==> src/rtl/mvm_result_drain.sv <==
// Result drain for the matrix-vector multiply core: captures the K words streamed after done,
// buffers them in a FIFO and replays them on a valid/ready stream with a last-of-vector tag.
module mvm_result_drain #(
    parameter int K         = 16,
    parameter int B         = 8,
    parameter int FIRST_LAT = 2,
    parameter int DEPTH     = 32,
    parameter int LOG_DEPTH = 5
) (
    input  logic                 clk,
    input  logic                 reset,
    input  logic                 done_in,
    input  logic [2*B-1:0]       y_in,
    output logic                 m_valid,
    input  logic                 m_ready,
    output logic [2*B-1:0]       m_data,
    output logic                 m_last,
    output logic [LOG_DEPTH:0]   level,
    output logic                 busy,
    output logic                 overflow,
    output logic                 protocol_err
);
    localparam int W  = 2 * B;
    localparam int LW = LOG_DEPTH + 1;
    localparam int IW = $clog2(K + 1);
    localparam int CW = $clog2(FIRST_LAT + 1);

    typedef enum logic [1:0] {IDLE, WAIT, CAP} state_t;

    state_t               state, state_nx;
    logic [IW-1:0]        idx, idx_nx;
    logic [CW-1:0]        wcnt, wcnt_nx;
    logic                 push, push_ok, pop, full, last_tag;
    logic [LOG_DEPTH-1:0] rd_ptr, wr_ptr;
    logic [LW-1:0]        cnt;
    logic [W:0]           mem [DEPTH];
    logic [W:0]           head;

    function automatic logic [LOG_DEPTH-1:0] ptr_inc(input logic [LOG_DEPTH-1:0] p);
        return (p == LOG_DEPTH'(DEPTH - 1)) ? '0 : p + LOG_DEPTH'(1);
    endfunction

    always_comb begin
        state_nx = state;
        idx_nx   = idx;
        wcnt_nx  = wcnt;
        push     = 1'b0;
        case (state)
            IDLE: begin
                if (done_in) begin
                    if (FIRST_LAT == 1) begin
                        state_nx = CAP;
                        idx_nx   = '0;
                    end else begin
                        state_nx = WAIT;
                        wcnt_nx  = CW'(FIRST_LAT - 1);
                    end
                end
            end
            WAIT: begin
                if (wcnt == CW'(1)) begin
                    state_nx = CAP;
                    idx_nx   = '0;
                end else begin
                    wcnt_nx = wcnt - CW'(1);
                end
            end
            CAP: begin
                push   = 1'b1;
                idx_nx = idx + IW'(1);
                if (idx == IW'(K - 1)) state_nx = IDLE;
            end
            default: state_nx = IDLE;
        endcase
    end

    assign last_tag = (idx == IW'(K - 1));
    assign full     = (cnt == LW'(DEPTH));
    assign pop      = m_valid & m_ready;
    // A full FIFO still takes the word when the head leaves in the same cycle.
    assign push_ok  = push & (~full | pop);

    always_ff @(posedge clk) begin
        if (reset) begin
            state        <= IDLE;
            idx          <= '0;
            wcnt         <= '0;
            rd_ptr       <= '0;
            wr_ptr       <= '0;
            cnt          <= '0;
            overflow     <= 1'b0;
            protocol_err <= 1'b0;
        end else begin
            state <= state_nx;
            idx   <= idx_nx;
            wcnt  <= wcnt_nx;
            if (push_ok) wr_ptr <= ptr_inc(wr_ptr);
            if (pop)     rd_ptr <= ptr_inc(rd_ptr);
            case ({push_ok, pop})
                2'b10:   cnt <= cnt + LW'(1);
                2'b01:   cnt <= cnt - LW'(1);
                default: cnt <= cnt;
            endcase
            if (push && !push_ok)          overflow     <= 1'b1;
            if (done_in && state != IDLE)  protocol_err <= 1'b1;
        end
    end

    always_ff @(posedge clk) begin
        if (!reset && push_ok) mem[wr_ptr] <= {last_tag, y_in};
    end

    assign head    = mem[rd_ptr];
    assign m_valid = (cnt != '0);
    assign m_data  = m_valid ? head[W-1:0] : '0;
    assign m_last  = m_valid & head[W];
    assign level   = cnt;
    assign busy    = (state != IDLE);
endmodule

==> config.mk <==
export PLATFORM = sky130hd
export DESIGN_NAME = mvm_result_drain
export DESIGN_NICKNAME = d
export VERILOG_FILES = /design/src/rtl/mvm_result_drain.sv
export SDC_FILE = /design/constraint.sdc
export NUM_CORES = 1
export LEC_CHECK = 0
export BUFFER_PORTS_ARGS = -buffer_cell sky130_fd_sc_hd__clkbuf_2
export CAP_MARGIN = 20
export CORE_MARGIN = 2
export CORE_UTILIZATION = 45
export CTS_CLUSTER_DIAMETER = 80
export DETAILED_ROUTE_END_ITERATION = 16
export SYNTH_ARGS = -nofsm -noshare
export SYNTH_HDL_FRONTEND = slang
export SYNTH_SLANG_ARGS = --single-unit
export TNS_END_PERCENT = 30
==> constraint.sdc <==
create_clock -name clk -period 2.85 [get_ports clk]
set_clock_uncertainty 0.1 [all_clocks]
set_input_delay 0.1425 -clock clk [delete_from_list [all_inputs] [get_ports clk]]
set_output_delay 0.1425 -clock clk [all_outputs]
set_load 0.02 [all_outputs]
==> metrics.txt <==
CP Capture Type output port; Detail Route Antenna Nets 0; number of flops mapped to enable cells by yosys 544; crit path buf inv count 6; worst hold path class input port to flip-flop; internal power ~16 mW; Mean Syn Cell Area 21.3 um^2; final setup fails 17; CTS tree done; CP max FO 14; Final Cycle Share 1.10; top-area cell type share of the netlist area 0.725; GRT Total Usage 0.199; DR iter-0 viols 960; Multi-input gate area 5400 um^2; fin nets 1269; final worst slack -296 ps; cell count after placement 1829; failing checks setup timing; register area share after synthesis 0.753; Sw Pwr around 5.6 mW; die height around 230 um; critical path cell sequence buf_12 > buf_12 > buf_16 > buf_12 > mux4_2 > mux2i_1 > a2111oi_1 > buf_4 > clkbuf_2; total CTS buffers 56; Synth Area in XOR/XNOR 0.000777; ANT cells 0; Crit Path Category flip-flop to output port; Max-slew headroom 0.292; number of port buffers 46; Synth Cell Area 22500 um^2; startpoint types flip-flop; pre-CTS setup slack 65.6 ps; clock power share 0.338; initial core utilization 0.453; grt ovf 0; largest family of logic cells by synthesized area multiplexers; Met3 Wirelength 2930 um; post-synthesis net count 1094; CP Data Required Time 2610 ps; total wire length 50700 um; uppermost layer routed met4; CP dominant cell by count buf_12; measured slew at the worst slew-check pin 1060 ps; async set-reset flop share out of synthesis 0; fin crit period around 3100 ps; Area growth syn-to-layout 18.9%; DP HPWL 30700 um; adder-cell share of the synthesized area 0.00866; Worst Path Arrival 2900 ps; Reg power frac 0.434; Yosys reg bits 576; Slowest-stage cell, CP a2111oi_1; CTS sink count roughly 580; later-pin clock latency in the skew report 610 ps; residual DRC count 0; clock slew at reported path FFs roughly 60 ps; compound-cell area share of the yosys netlist 0.0300; most common cell in the synthesized netlist edfxtp_1; vias in the first global route 11600; first-pass GRT wire length 75400 um; placement row count 82; pwr/cell area between 800 and 900 nW/um^2; Die Area 51900 um^2; IO Count 47; Top FF cell, synth edfxtp_1; Synth warnings 0; Die W 228 um; Max Slew Vio Count 0; Post-Synthesis Cells 1059; ratio of cells with drive above 1 in the final layout 0.371; met2 wire len 24800 um; Max Cap Viol 0; post-synthesis mux area share 0.160; Crit path max-delay family buffers and inverters; DRT Pass-1 Iters 5; Fin Setup TNS -4150 ps; Finished Layout Cells 1951; initial antenna violation count 0; wire per inst 26.0 um; root buf cell clkbuf_16; switch share 0.260; Filler cells approximately 3800; final-report hold violation count 0; status finished with violations; Vias between 10000 and 15000; Core ar. 49800 um^2; gpl congestion 0.796; clock buffer depth 3; vias per cell 5.70; worst vdd ir 0.700 mV; Yosys cell types 57; synth cell count leaders edfxtp_1, mux4_2, nor2_1; Synth area leaders edfxtp_1, mux4_2, dfxtp_1; Post-Synth Simple-Gate Area 0.0310; f_max 318 MHz; Comb pwr share 0.228; largest net degree at the start of global routing 38; LEAKAGE around 8.5 nW; area leader, netlist edfxtp_1; RSZ-0062 raised after global routing yes; FF/Latch Area 17000 um^2; max incr delay on CP approximately 500 ps; H-Tree Depth 2; Met1 Wirelength around 22000 um
[cell type report]
class	instances	share of cell area
well taps	672	0.0314
repair buffers	171	0.0626
flip-flops and latches	576	0.634
inverters	18	0.00271
clock inverters	34	0.0134
multi-input cells	411	0.202
clock buffers	69	0.0541
[per-stage QoR]
stage | cell area [um^2] | power [mW] | util | hold WS (ps)
floorplan | 22600 | 12.6 | - | 141
detailed placement | 24500 | 14.0 | 0.493 | 308
global route | 26800 | 22.5 | 0.538 | 110
finish | 26800 | 21.7 | 0.538 | 74.2
global placement | 24400 | 13.9 | 0.490 | 294
CTS | 26700 | 21.7 | 0.536 | 60.6
[metal layers]
metal / vias to the layer above / track usage
met5: - / 0
met4: 0 / 0.0549
met3: 74 / 0.0386
met2: 335 / 0.321
met1: 5908 / 0.279
li1: 4804 / -
[cell families after synthesis]
logic type / Yosys count
AO/OA/AOI/OAI: 94
AND/OR/NAND/NOR: 132
flip-flops: 576
XOR/XNOR: 2
multiplexers: 168
adder cells (fa/ha/maj): 15
buffers and inverters: 72
[registers in the layout (all words and copies together), names as in the netlist, named ones only]
signal        flops
mem             544
level             6
idx               5
rd_ptr            5
wr_ptr            5
state             2
wcnt              2
overflow          1
protocol_err      1
[path summary, 6_finish.rpt]
check	from	end	slack, ps	cells after the start
worst max-delay path	flip-flop	m_data[2]	-300	9
worst min-delay path	y_in[8]	mem[18][8]$_DFFE_PP_	70	1
worst max register to register	level[1]$_SDFFE_PP0P_	level[5]$_SDFFE_PP0P_	170	11
worst min register to register	overflow$_SDFFE_PP0P_	overflow$_SDFFE_PP0P_	380	2
[what timing repair did]
| action | in CTS | in global routing |
|---|---|---|
| gates cloned | 3 | 0 |
| pin swaps | 0 | 1 |
| gates resized for setup | 50 | 32 |
| hold buffers | 5 | 0 |
| setup buffers | 6 | 6 |
| hold endpoints to repair | 22 | 0 |
| setup endpoints to repair | 17 | 24 |
[power groups by stage]
stage          logic, mW  registers, mW  clock network, mW
2_1_floorplan       2.97           9.60                  0
3_3_place_gp        4.33           9.61                  0
3_5_place_dp        4.37           9.61                  0
4_1_cts             4.83           9.42               7.47
5_1_grt             5.27           9.43               7.81
6_report            4.94           9.42               7.34
[cell usage in the layout (no fill, tap or decap), drive strengths merged, types with 2 or more instances in the layout]
cell,instances
nor2,53
or3b,2
nor2b,20
mux4,153
nor4,2
mux2i,14
xnor2,2
ha,14
buf,130
or3,3
a211oi,7
a2111oi,18
o31ai,2
dlygate4sd3,5
o21ai,9
or4b,2
a21oi,23
a31oi,2
nand2b,3
o21bai,3
nand3b,4
nor3,10
or4,3
nand2,11
nor3b,3
a21o,2
or2,2
edfxtp,544
o221ai,2
and3,4
nand3,7
dfxtp,32
inv,20
o22ai,17
clkinv,24
bufinv,7
clkbuf,105
Note: power is estimated with default switching activity, not from simulation.
